File: src/rtl/csi_frame_ctrl_pkg.sv
// Shared defaults, state encoding and lane helper for the CSI frame controller.
package csi_pkg;

  localparam int NCH_DEF     = 3;
  localparam int W_DEF       = 20;
  localparam int NSUB_DEF    = 30;
  localparam int JUMP_TH_DEF = 29;
  localparam int REF_CH_DEF  = 1;
  localparam int MODE_DEF    = 0;
  localparam int OVR_W_DEF   = 8;
  localparam int IDX_W       = $clog2(NSUB_DEF);

  typedef enum logic [1:0] {ST_IDLE, ST_CHECK, ST_OUT} csi_state_e;

  localparam logic [1:0] S_IDLE  = ST_IDLE;
  localparam logic [1:0] S_CHECK = ST_CHECK;
  localparam logic [1:0] S_OUT   = ST_OUT;

  localparam int BUS_MAX_W  = 1024;
  localparam int LANE_MAX_W = 64;

  // Lane idx of width w from a zero-extended packed bus; caller truncates to w.
  function automatic logic [LANE_MAX_W-1:0] lane_slice(input logic [BUS_MAX_W-1:0] bus,
                                                       input int unsigned idx,
                                                       input int unsigned w);
    return LANE_MAX_W'(bus >> (idx * w));
  endfunction

endpackage

File: src/rtl/csi_frame_ctrl_if.sv
// Frame input / delivery bundle between CSI front end, controller and EMD consumer.
interface csi_frame_ctrl_if #(
  parameter int NCH   = 3,
  parameter int W     = 20,
  parameter int NSUB  = 30,
  parameter int OVR_W = 8
);
  localparam int IDX_W = $clog2(NSUB);

  logic                 csi_done;
  logic [NCH*W-1:0]     mag_in;
  logic [NCH*W-1:0]     pha_in;
  logic [NCH*W-1:0]     mag_out;
  logic [NCH*W-1:0]     pha_out;
  logic [IDX_W-1:0]     sub_idx;
  logic [NCH-1:0]       jump_flag;
  logic                 out_valid;
  logic                 out_ready;
  logic [OVR_W-1:0]     ovr_cnt;

  modport master (
    output csi_done, mag_in, pha_in, out_ready,
    input  mag_out, pha_out, sub_idx, jump_flag, out_valid, ovr_cnt
  );

  modport slave (
    input  csi_done, mag_in, pha_in, out_ready,
    output mag_out, pha_out, sub_idx, jump_flag, out_valid, ovr_cnt
  );
endinterface

File: src/rtl/csi_frame_ctrl_jump_det.sv
// Single-channel phase-jump screen: flags prev - new above threshold at W+1 bits.
module csi_jump_det #(
  parameter int W       = 20,
  parameter int JUMP_TH = 29
) (
  input  logic [W-1:0] prev_pha_i,
  input  logic [W-1:0] new_pha_i,
  input  logic         prev_valid_i,
  output logic         jump_o
);
  localparam logic signed [W:0] TH = (W+1)'(JUMP_TH);

  logic signed [W:0] diff;

  // Sign-extend by one bit so the difference can never wrap.
  assign diff   = {prev_pha_i[W-1], prev_pha_i} - {new_pha_i[W-1], new_pha_i};
  assign jump_o = prev_valid_i && (diff > TH);
endmodule

File: src/rtl/csi_frame_ctrl.sv
// Latches NCH mag/phase pairs per csi_done edge, screens phase jumps, delivers via valid/ready.
module csi_frame_ctrl
  import csi_pkg::*;
#(
  parameter int NCH     = NCH_DEF,
  parameter int W       = W_DEF,
  parameter int NSUB    = NSUB_DEF,
  parameter int JUMP_TH = JUMP_TH_DEF,
  parameter int REF_CH  = REF_CH_DEF,
  parameter int MODE    = MODE_DEF,
  parameter int OVR_W   = OVR_W_DEF
) (
  input  logic             clk,
  input  logic             rst,
  csi_frame_ctrl_if.slave  bus
);
  localparam int LIDX_W = $clog2(NSUB);

  logic [1:0]        state_q, state_d;
  logic              csi_d_q;
  logic [NCH*W-1:0]  stage_mag_q, stage_mag_d, stage_pha_q, stage_pha_d;
  logic [NCH*W-1:0]  prev_pha_q, prev_pha_d;
  logic              prev_valid_q, prev_valid_d;
  logic [NCH*W-1:0]  mag_out_q, mag_out_d, pha_out_q, pha_out_d;
  logic [NCH-1:0]    jump_q, jump_d;
  logic [LIDX_W-1:0] sub_idx_q, sub_idx_d;
  logic              valid_q, valid_d;
  logic [OVR_W-1:0]  ovr_q, ovr_d;
  logic [NCH-1:0]    jump;
  logic              hit;
  logic              ev;

  assign ev = bus.csi_done && !csi_d_q && !rst;

  genvar gi;
  generate
    for (gi = 0; gi < NCH; gi++) begin : g_ch
      logic [W-1:0] prev_lane, stage_lane;
      assign prev_lane  = W'(lane_slice(BUS_MAX_W'(prev_pha_q), gi, W));
      assign stage_lane = W'(lane_slice(BUS_MAX_W'(stage_pha_q), gi, W));
      csi_jump_det #(.W(W), .JUMP_TH(JUMP_TH)) u_det (
        .prev_pha_i   (prev_lane),
        .new_pha_i    (stage_lane),
        .prev_valid_i (prev_valid_q),
        .jump_o       (jump[gi])
      );
    end
    if (MODE != 0) begin : g_any
      assign hit = |jump;
    end else begin : g_ref
      assign hit = jump[REF_CH];
    end
  endgenerate

  always_comb begin
    state_d      = state_q;
    stage_mag_d  = stage_mag_q;
    stage_pha_d  = stage_pha_q;
    prev_pha_d   = prev_pha_q;
    prev_valid_d = prev_valid_q;
    mag_out_d    = mag_out_q;
    pha_out_d    = pha_out_q;
    jump_d       = jump_q;
    sub_idx_d    = sub_idx_q;
    valid_d      = valid_q;
    ovr_d        = ovr_q;
    case (state_q)
      S_IDLE: begin
        if (ev) begin
          stage_mag_d = bus.mag_in;
          stage_pha_d = bus.pha_in;
          state_d     = S_CHECK;
        end
      end
      S_CHECK: begin
        if (!hit)
          sub_idx_d = (sub_idx_q == LIDX_W'(NSUB-1)) ? '0 : sub_idx_q + 1'b1;
        prev_pha_d   = stage_pha_q;
        prev_valid_d = 1'b1;
        mag_out_d    = stage_mag_q;
        pha_out_d    = stage_pha_q;
        jump_d       = jump;
        valid_d      = 1'b1;
        state_d      = S_OUT;
      end
      S_OUT: begin
        // A new frame arriving with the handshake replaces the delivered one; otherwise it is dropped.
        if (bus.out_ready) begin
          valid_d = 1'b0;
          if (ev) begin
            stage_mag_d = bus.mag_in;
            stage_pha_d = bus.pha_in;
            state_d     = S_CHECK;
          end else begin
            state_d = S_IDLE;
          end
        end else if (ev && (ovr_q != '1)) begin
          ovr_d = ovr_q + 1'b1;
        end
      end
      default: state_d = S_IDLE;
    endcase
  end

  always_ff @(posedge clk or posedge rst) begin
    if (rst) begin
      state_q      <= S_IDLE;
      csi_d_q      <= 1'b0;
      stage_mag_q  <= '0;
      stage_pha_q  <= '0;
      prev_pha_q   <= '0;
      prev_valid_q <= 1'b0;
      mag_out_q    <= '0;
      pha_out_q    <= '0;
      jump_q       <= '0;
      sub_idx_q    <= '0;
      valid_q      <= 1'b0;
      ovr_q        <= '0;
    end else begin
      state_q      <= state_d;
      csi_d_q      <= bus.csi_done;
      stage_mag_q  <= stage_mag_d;
      stage_pha_q  <= stage_pha_d;
      prev_pha_q   <= prev_pha_d;
      prev_valid_q <= prev_valid_d;
      mag_out_q    <= mag_out_d;
      pha_out_q    <= pha_out_d;
      jump_q       <= jump_d;
      sub_idx_q    <= sub_idx_d;
      valid_q      <= valid_d;
      ovr_q        <= ovr_d;
    end
  end

  assign bus.mag_out   = mag_out_q;
  assign bus.pha_out   = pha_out_q;
  assign bus.jump_flag = jump_q;
  assign bus.sub_idx   = sub_idx_q;
  assign bus.out_valid = valid_q;
  assign bus.ovr_cnt   = ovr_q;
endmodule

File: src/flat_wrapper.sv
// flat-port wrapper written by rule: the top's interface ports become plain ports
module csi_frame_ctrl_flat import csi_pkg::*;
#(
  parameter int NCH     = NCH_DEF,
  parameter int W       = W_DEF,
  parameter int NSUB    = NSUB_DEF,
  parameter int JUMP_TH = JUMP_TH_DEF,
  parameter int REF_CH  = REF_CH_DEF,
  parameter int MODE    = MODE_DEF,
  parameter int OVR_W   = OVR_W_DEF
)
  (clk, rst, bus_csi_done, bus_mag_in, bus_pha_in, bus_out_ready, bus_mag_out, bus_pha_out, bus_sub_idx, bus_jump_flag, bus_out_valid, bus_ovr_cnt);
  csi_frame_ctrl_if #(.NCH(NCH), .W(W), .NSUB(NSUB), .OVR_W(OVR_W)) bus_i ();
  input  logic clk;
  input  logic rst;
  input wire logic [$bits(bus_i.csi_done)-1:0] bus_csi_done;
  input wire logic [$bits(bus_i.mag_in)-1:0] bus_mag_in;
  input wire logic [$bits(bus_i.pha_in)-1:0] bus_pha_in;
  input wire logic [$bits(bus_i.out_ready)-1:0] bus_out_ready;
  output wire logic [$bits(bus_i.mag_out)-1:0] bus_mag_out;
  output wire logic [$bits(bus_i.pha_out)-1:0] bus_pha_out;
  output wire logic [$bits(bus_i.sub_idx)-1:0] bus_sub_idx;
  output wire logic [$bits(bus_i.jump_flag)-1:0] bus_jump_flag;
  output wire logic [$bits(bus_i.out_valid)-1:0] bus_out_valid;
  output wire logic [$bits(bus_i.ovr_cnt)-1:0] bus_ovr_cnt;
  assign bus_i.csi_done = bus_csi_done;
  assign bus_i.mag_in = bus_mag_in;
  assign bus_i.pha_in = bus_pha_in;
  assign bus_i.out_ready = bus_out_ready;
  assign bus_mag_out = bus_i.mag_out;
  assign bus_pha_out = bus_i.pha_out;
  assign bus_sub_idx = bus_i.sub_idx;
  assign bus_jump_flag = bus_i.jump_flag;
  assign bus_out_valid = bus_i.out_valid;
  assign bus_ovr_cnt = bus_i.ovr_cnt;
  csi_frame_ctrl #(.NCH(NCH), .W(W), .NSUB(NSUB), .JUMP_TH(JUMP_TH), .REF_CH(REF_CH), .MODE(MODE), .OVR_W(OVR_W)) u_core (.clk(clk), .rst(rst), .bus(bus_i));
endmodule
File: config.mk
export PLATFORM = sky130hd
export DESIGN_NAME = csi_frame_ctrl_flat
export DESIGN_NICKNAME = d
export VERILOG_FILES = /design/src/rtl/csi_frame_ctrl_pkg.sv /design/src/rtl/csi_frame_ctrl_if.sv /design/src/rtl/csi_frame_ctrl_jump_det.sv /design/src/rtl/csi_frame_ctrl.sv /design/src/flat_wrapper.sv
export SDC_FILE = /design/constraint.sdc
export NUM_CORES = 1
export LEC_CHECK = 0
export ABC_AREA = 1
export CAP_MARGIN = 20
export CELL_PAD_IN_SITES_DETAIL_PLACEMENT = 1
export CELL_PAD_IN_SITES_GLOBAL_PLACEMENT = 1
export CORE_ASPECT_RATIO = 0.8
export CORE_MARGIN = 1.5
export CORE_UTILIZATION = 35
export CTS_CLUSTER_SIZE = 30
export DETAILED_ROUTE_END_ITERATION = 12
export PLACE_DENSITY_LB_ADDON = 0.1
export SYNTH_ARGS = -nofsm -noshare
export SYNTH_HDL_FRONTEND = slang
export SYNTH_SLANG_ARGS = --single-unit
File: constraint.sdc
create_clock -name clk -period 8.4 [get_ports clk]
set_input_delay 1.68 -clock clk [delete_from_list [all_inputs] [get_ports clk]]
set_output_delay 1.68 -clock clk [all_outputs]
set_load 0.1 [all_outputs]
Word-level counts from Yosys, hierarchy flattened
Index checks and enable logic that the tools add are counted.

Output and inout bits: 137. Word-level logic and storage cells: 56. Register bits after elaboration: 261.

Bitwise operators: 2. Add/subtract/negate cells: 5. Eq/ne operators: 6. Reduce and logical (&&, ||, !) cells: 16. Mux-type cells: 13. $lt $le $gt $ge: 3.

Operators with widths (number): $mux W60 (4); $pmux W60 S2 (2); $gt A21 B6 Y1 const B (3); $sub A20 B20 Y21 (3); $add A8 B1 Y8 const B (1); $ne A8 B8 Y1 const B (1); $reduce_and A2 Y1 (4); $logic_and A1 B1 Y1 (6); $pmux W2 S3 (1); $add A5 B1 Y5 const B (1); $eq A5 B5 Y1 const B (1); $mux W5 (1); $mux W2 (2); $reduce_bool A2 Y1 (2); $reduce_and A3 Y1 (1); $eq A2 B1 Y1 const B (1); $eq A2 B2 Y1 const B (1); $logic_not A1 Y1 (2); $logic_not A2 Y1 (1); $mux W1 (2); $ne A2 B1 Y1 const B (1); $ne A2 B2 Y1 const B (1); $not A1 Y1 (2); $pmux W1 S2 (1).

Longest topological paths before layout
Gate-level depths: netlist (run 1).

Word-level depth: 6. Depth in mapped cells: 20. Depth with buffers taken out: 20.

Cells and area by module
From an unflattened synthesis (run 1), not the netlist that was laid out.

Cell total of the unflattened synthesis: 2113. Area, all modules: 14761.7 um2.

Modules (own cells, without submodules): csi_frame_ctrl (instances 1, cells an instance 1131, area each 10044.6 um2, seq. area each 6531.3 um2); csi_jump_det (u_core.g_ch[1].u_det ...) (instances 2, cells an instance 329, area each 1572.8 um2, seq. area each 0.0 um2); csi_jump_det (u_core.g_ch[0].u_det) (instances 1, cells an instance 324, area each 1571.5 um2, seq. area each 0.0 um2).

Worst setup path before layout (run 1)
OpenSTA, ideal clock, no wires.

Path type: input to register. Start: input port rst. End: register u_core.stage_pha_q[58]. Data required time: 8.267 ns. Slack: -0.094 ns. Buffers on the path: 2. Stages on the path: 8. Arrival time: 8.360 ns. Cells stage by stage: inv_1 > nand2_1 > nor2_1 > inv_1 > nor3_1 > clkbuf_1 > clkbuf_1 > o21ai_0.

Cells in the longest elaborated chain, start to end: 5.

Ends and longest elaborated chain: from (decl) (RTL line flat_wrapper.sv:15) `input logic rst;`; $logic_not A1 Y1 * (RTL line csi_frame_ctrl.sv:33) `assign ev = bus.csi_done && !csi_d_q && !rst;`; $logic_and A1 B1 Y1 * (RTL line csi_frame_ctrl.sv:33); $mux W60 *; $mux W60; $pmux W60 S2 *; to (signal assigned) (RTL line csi_frame_ctrl.sv:123) `stage_pha_q <= stage_pha_d;`; to (decl) (RTL line csi_frame_ctrl.sv:21) `logic [NCH*W-1:0] stage_mag_q, stage_mag_d, stage_pha_q, stage_pha_d;`.

Every way passes the cells marked *; elsewhere a longest branch is shown, timed or not. The select of a mux whose other input is x is not followed. A chain may end at the register's enable or synchronous reset.

==> results by group, run 1 <==
Outcome
  – Status: finished, final reports clean

Floorplan
  – Num rows: 64
  – Die Y: 181 um
  – Core ar.: 38600 um2
  – Die area: 40800 um2
  – Starting Density: 35.9%
  – I/O pin total: 261
  – Die X: 225 um

Setup path
  – Crit path max fanout: 130
  – Crit path max-delay cell type: buf_4
  – Crit-path cells: clkdlybuf4s50_1, clkinvlp_4, buf_12, buf_4, buf_4
  – Critical path type: in -> async
  – CP Capture Type: asynchronous set/reset pin
  – CP required: 8980 ps
  – RR Startpoint: u_core.stage_pha_q[20]
  – Worst setup SP type: input pin
  – Crit. Startpoint: rst
  – Crit path top cell by count: buf_4
  – Crit path largest cell delay: 800 ps
  – WP data arrival: 4510 ps

STA
  – Tightest Pin Transition: 1110 ps
  – Final setup fails: 0
  – Final Worst Setup Slack: 4470 ps
  – Rel. slew slack: 25.8%
  – Tcrit/Tclk final: 46.8%
  – Slew Limit Fails: 0
  – RSZ-0062 raised after global routing: false
  – Max Clock Skew: 21.9 ps
  – Tmin final: 3930 ps
  – Final Hold Fails: 0
  – Max Clk Rate: 254 MHz
  – Setup_tns: 0 ps
  – Fin Hold WS: 462 ps

Final layout
  – Most frequent cells in the layout: nand2_1 (600), dfrtp_1 (261), clkdlybuf4s50_1 (260)
  – N_diodes: 0
  – Most common cell after layout, fill and taps aside: nand2_1
  – Share of cells above drive strength 1: 4.16%
  – Layout area overhead: 30.0%
  – Final instance area: 18000 um2
  – # nets final: 2259

Logic synthesis
  – Synth Area in Adders: 6.12%
  – Post-synthesis compound-gate area fraction: 12.2%
  – Sequential share of the synthesized area: 47.1%
  – Avg Inst Size Synth: 7.61 um2
  – Largest family of logic cells by synthesized area: simple AND/OR/NAND/NOR gates
  – Flops & latches, synth: 261
  – Asr flop ratio synth: 100%
  – Synthesized area: 13900 um2
  – Post-synth EDFFs: 0
  – Synth Flop Type: dfrtp_1
  – Syn_nets: 2012
  – Synth Area in Simple Gates: 24.8%
  – Post-Syn Instances: 1822
  – Fraction of synthesized area in multiplexers: 0.0813%
  – XOR/XNOR Fraction of Synth Area: 1.26%
  – Unique masters post-synth: 39
  – Synth Warn #: 0

Place
  – Placed instance area: 17000 um2
  – Placer Congestion: 0.847
  – PortBufs: 260
  – DP Worst Slack: 3680 ps
  – HPWL Detailed: 32.1 mm

Global route
  – Initial antenna violation count: 3
  – Largest net degree at the start of global routing: 192
  – First-pass GRT wire length: 70.5 mm
  – Vias in the first global route: 13300
  – Gr ovfl total: 0
  – Total track usage: 21.5%

Min path
  – Worst Hold Class: reg -> reg
  – Hold Crit Start: u_core.prev_valid_q

Clocking
  – Resized cells post-CTS: 0
  – Clock root buffer: clkbuf_16
  – Reg clk slew, reported paths: 60 ps
  – Clock Tree Buf Depth: 3
  – CTS Buf Count: 29
  – Htree depth: 1
  – Postcts setup bufs: 0
  – Clk sinks: 261
  – Clock Latency Late Sink: 580 ps
  – CTS tree: yes
  – CTS Hold Buffers Added: 0

Detailed routing
  – DR vias: 12500
  – WL/cell: 16.3 um
  – Via-to-Cell Ratio: 4.77
  – Final ANT Viol Nets: 0
  – Remaining DRCs: 0
  – Router iterations before antenna repair: 5
  – Initial DRC Count: 570
  – Total wire length: 42.7 mm

Power
  – Switching Share: 51.7%
  – Internal power: 3390 uW
  – PnR Total Power: 7010 uW
  – P per Cell Area: 389 nW/um2
  – Switching Power: 3620 uW
  – VDD IR max: 0.205 mV
  – Comb pwr share: 56.2%
  – Leak pwr: 0.00890 uW
  – Sequential power share: 25.2%
  – Clock share of power: 18.6%

Job
  – Maxcap violations: 0
worst max-delay path: cells and delay by family:
family | cells | cell delay [ps]
buffers and inverters | 5 | 2720
kinds of logic (layout without fill, tap and decap cells):
| group | count (synthesis) | after routing |
|---|---|---|
| AO/OA/AOI/OAI | 324 | 324 |
| XOR/XNOR | 20 | 20 |
| adder cells (fa/ha/maj) | 66 | 66 |
| buffers and inverters | 310 | 577 |
| flip-flops | 261 | 261 |
| multiplexers | 1 | 1 |
| AND/OR/NAND/NOR | 840 | 840 |
worst paths after layout:
check | end | cells past startpoint | slack [ps]
worst max register to register | u_core.bus.sub_idx[3] | 18 | 5450
worst min-delay path | u_core.prev_valid_q | 2 | 460
min in group asynchronous | u_core.stage_pha_q[13] | 3 | 1760
max in group clk | bus_sub_idx[2] | 1 | 4480
worst min register to register | u_core.prev_valid_q | 2 | 460
worst max-delay path | u_core.stage_mag_q[41] | 5 | 4470
power by group through the flow:
stage / clock network, uW / registers (uW) / logic, uW
2_1_floorplan: 0 / 3140 / 1550
3_3_place_gp: 0 / 1780 / 3880
3_5_place_dp: 0 / 1790 / 3950
4_1_cts: 1340 / 1770 / 3960
5_1_grt: 1390 / 1810 / 4310
6_report: 1300 / 1770 / 3940
synth_stat cells, types with 3 or more instances:
cell type  count  area [um2]
nand3_1       70         350
inv_1        252         946
nand2_2        8        50.1
xor2_1        10        87.6
o21ai_0      239        1200
dfrtp_1      261        6530
o21ai_2        3        26.3
nand3b_1      16         120
inv_2          4        15.0
clkbuf_1      49         184
nor2_2         5        31.3
fa_1           3        60.1
nand4_1       21         131
a21oi_1       59         295
o21bai_1       9        67.6
a21o_1         3        22.5
xnor2_1       10        87.6
nor2_1       100         375
ha_1          63         788
nand2_1      600        2250
nor3_1        11        55.1
o21ai_1        3        15.0
area by class of cell:
type / count / area, um2
fill: 4729 / 20600
sequential: 261 / 6530
inverter: 257 / 973
clock inverter: 12 / 150
tap: 528 / 661
multi-input combinational: 1251 / 6170
clock buffer: 39 / 813
timing repair buffer: 269 / 2710
through the flow:
step	std cells	util, %
after CTS	2615	46.6
after detailed placement	2564	44.1
after floorplan	1822	-
after global routing	2617	46.7
after global placement	2564	44.1
final	2617	46.7
registers in the layout, indices dropped and copies added, names as in the netlist, 2 cells and up:
signal and flops:
u_core.stage_mag_q 60, u_core.bus.ovr_cnt 8, u_core.bus.pha_out 60, u_core.state_q 2, u_core.bus.mag_out 60, u_core.bus.sub_idx 5, u_core.stage_pha_q 60, u_core.bus.jump_flag 3
metal layers:
layer  GRT usage (%)  share of wire, %  up-vias
li1                -                 -     6242
met1            28.3                47     6017
met2            35.7                46      184
met3            5.64               6.0       49
met4            4.11               1.6        4
met5               0             0.061        -
(Power assumes the default switching activity.)
==> inputs of run 2 (changes only) <==
--- a/config.mk
+++ b/config.mk
@@ -11,7 +11,7 @@
 export CELL_PAD_IN_SITES_GLOBAL_PLACEMENT = 1
 export CORE_ASPECT_RATIO = 0.8
 export CORE_MARGIN = 1.5
-export CORE_UTILIZATION = 35
+export CORE_UTILIZATION = 38
 export CTS_CLUSTER_SIZE = 30
 export DETAILED_ROUTE_END_ITERATION = 12
 export PLACE_DENSITY_LB_ADDON = 0.1
==> constraint.sdc (replaced) <==
create_clock -name clk -period 3.8 [get_ports clk]
set_input_delay 0.76 -clock clk [delete_from_list [all_inputs] [get_ports clk]]
set_output_delay 0.76 -clock clk [all_outputs]
set_load 0.1 [all_outputs]
==> run 2 against run 1 <==
Non-clock buffer count unchanged. First-iteration DRC count up 9.3%. Clock skew is 13 ps lower. Die area shrank 7.8%. Via count grew 0.65%. Cell area shrank 0.13%. Global-route usage increased by 1.1 points. Critical path depth fell by 4. Largest power group unchanged. Hold slack improved by 12 ps. Combinational power grew 120%. Total power is 120% higher. Clock power is 120% higher.
==> results by group, run 2 (synthesis gave the netlist of run 1 again) <==
Clocking
  – Resized cells post-CTS: 0 (unchanged)
  – Reg clk slew, reported paths: 60 ps (about the same)
  – Htree depth: 1 (unchanged)
  – CTS Buf Count: 29 (unchanged)
  – Clock Latency Late Sink: 580 ps (about the same)
  – Clk sinks: 261 (unchanged)
  – Clock Tree Buf Depth: 3 (unchanged)
  – CTS tree: yes (unchanged)
  – Postcts setup bufs: 0 (unchanged)
  – CTS Hold Buffers Added: 0 (unchanged)
  – Clock root buffer: clkbuf_16 (unchanged)

Final layout
  – Layout area overhead: 29.8% (was 30.0%)
  – Share of cells above drive strength 1: 4.21% (was 4.16%)
  – Most frequent cells in the layout: nand2_1 (600), dfrtp_1 (261), clkdlybuf4s50_1 (260) (unchanged)
  – # nets final: 2259 (unchanged)
  – Non-Filler Instances: 2578 (was 2617)
  – Most common cell after layout, fill and taps aside: nand2_1 (unchanged)

Power
  – Sequential power share: 25.3% (was 25.2%)
  – Switching Power: 7980 uW (was 3620 uW)
  – P per Cell Area: 859 nW/um2 (was 389 nW/um2)
  – Switching Share: 51.6% (was 51.7%)
  – Leak pwr: 0.00889 uW (was 0.00890 uW)
  – Internal power: 7470 uW (was 3390 uW)
  – VDD IR max: 0.453 mV (was 0.205 mV)
  – Clock share of power: 18.5% (was 18.6%)
  – Comb pwr share: 56.2% (about the same)

Floorplan
  – Starting Density: 38.6% (was 35.9%)
  – Die X: 217 um (was 225 um)
  – Die area: 37600 um2 (was 40800 um2)
  – Die Y: 174 um (was 181 um)
  – Num rows: 62 (was 64)
  – I/O pin total: 261 (unchanged)
  – Core ar.: 35900 um2 (was 38600 um2)

Setup path
  – Crit path largest cell delay: 1240 ps (was 800 ps)
  – WP data arrival: 2290 ps (was 4510 ps)
  – CP Capture Type: output pin (was asynchronous set/reset pin)
  – Crit path max-delay cell type: clkdlybuf4s50_1 (was buf_4)
  – Largest delay contributor family on the critical path: buffers and inverters (unchanged)
  – Crit-path cells: clkdlybuf4s50_1 (was clkdlybuf4s50_1, clkinvlp_4, buf_12, buf_4, buf_4)
  – CP bufs+invs: 1 (was 5)
  – CP required: 3040 ps (was 8980 ps)
  – Crit path max fanout: 6 (was 130)
  – Worst setup SP type: register (was input pin)
  – Critical path type: reg -> out (was in -> async)

STA
  – Tcrit/Tclk final: 80.3%
  – Setup_tns: 0 ps (unchanged)
  – Final Hold Fails: 0 (unchanged)
  – Final Worst Setup Slack: 750 ps (was 4470 ps)
  – Max Clk Rate: 328 MHz
  – RSZ-0062 raised after global routing: false (unchanged)
  – Slew Limit Fails: 0 (unchanged)
  – Tightest Pin Transition: 1110 ps (about the same)
  – Tmin final: 3050 ps
  – Rel. slew slack: 25.6% (was 25.8%)
  – Max Clock Skew: 8.82 ps (was 21.9 ps)
  – Final setup fails: 0 (unchanged)

Place
  – HPWL Detailed: 31.2 mm (was 32.1 mm)
  – Placer Congestion: 0.840 (was 0.847)
  – DP Worst Slack: 983 ps (was 3680 ps)
  – Inst Count DP: 2518 (was 2564)
  – PortBufs: 260 (unchanged)

Detailed routing
  – Remaining DRCs: 0 (unchanged)
  – Via-to-Cell Ratio: 4.88 (was 4.77)
  – WL/cell: 16.3 um (about the same)
  – DR vias: 12600 (was 12500)
  – Router iterations before antenna repair: 4 (was 5)
  – Final ANT Viol Nets: 0 (unchanged)
  – Total wire length: 42.0 mm (was 42.7 mm)
  – Initial DRC Count: 623 (was 570)

Global route
  – Largest net degree at the start of global routing: 166 (was 192)
  – Total track usage: 22.6% (was 21.5%)
  – Initial antenna violation count: 7 (was 3)
  – First-pass GRT wire length: 69.2 mm (was 70.5 mm)
  – Gr ovfl total: 0 (unchanged)
  – Vias in the first global route: 13400 (was 13300)

Min path
  – Worst Hold Class: reg -> reg (unchanged)

Outcome
  – Status: finished, final reports clean (unchanged)

Job
  – Maxcap violations: 0 (unchanged)
run 2: cell count changes in the layout (fill, tap and decap cells not counted), moves of 3 or more:
cell / delta
diode_2: +7
clkinv_2: -3
clkbuf_1: +3
o21ai_1: +9
o21ai_0: -9
run 2: area by class of cell:
cell class,instances,area (um2)
well taps,480,601
clock inverters,9,114
repair buffers,269,2700
clock buffers,44,852
diodes,7,17.5
flip-flops and latches,261,6530
fillers,4384,17900
multi-input cells,1251,6210
inverters,257,973
run 2: routing by layer:
layer  global-route usage [%]  part of all wire (%)
met1                     29.5                    46
met2                     37.1                    46
met3                     5.51                   5.3
met4                     6.63                   2.7
met5                        0                     0
run 2: final timing paths:
path	from	to	slack [ps]	cells after the start
max reg2reg	u_core.stage_pha_q[0]	u_core.bus.jump_flag[0]	1010	18
min reg2reg	u_core.stage_mag_q[7]	u_core.stage_mag_q[7]	470	2
min in group asynchronous	rst	u_core.bus.mag_out[6]	780	3
max in group asynchronous	rst	u_core.stage_mag_q[53]	1730	4
min	u_core.stage_mag_q[7]	u_core.stage_mag_q[7]	470	2
max	u_core.bus.sub_idx[0]	bus_sub_idx[0]	750	1
run 2: power groups by stage:
| stage | Clock, uW | Combinational (uW) | Sequential [uW] |
|---|---|---|---|
| final | 2860 | 8690 | 3900 |
| after global routing | 3040 | 9460 | 4000 |
| after CTS | 2950 | 8750 | 3910 |
| after detailed placement | 0 | 8700 | 3940 |
| after global placement | 0 | 8530 | 3910 |
| after floorplan | 0 | 3440 | 6930 |
run 2: metrics by stage:
stage	utilization (%)	hold slack (ps)	total power, uW	cell area (um2)
2_1_floorplan	-	434	10400	14000
5_1_grt	50.1	501	16500	18000
4_1_cts	50.0	481	15600	18000
6_report	50.1	474	15500	18000
3_5_place_dp	47.3	462	12600	17000
3_3_place_gp	47.3	448	12400	17000
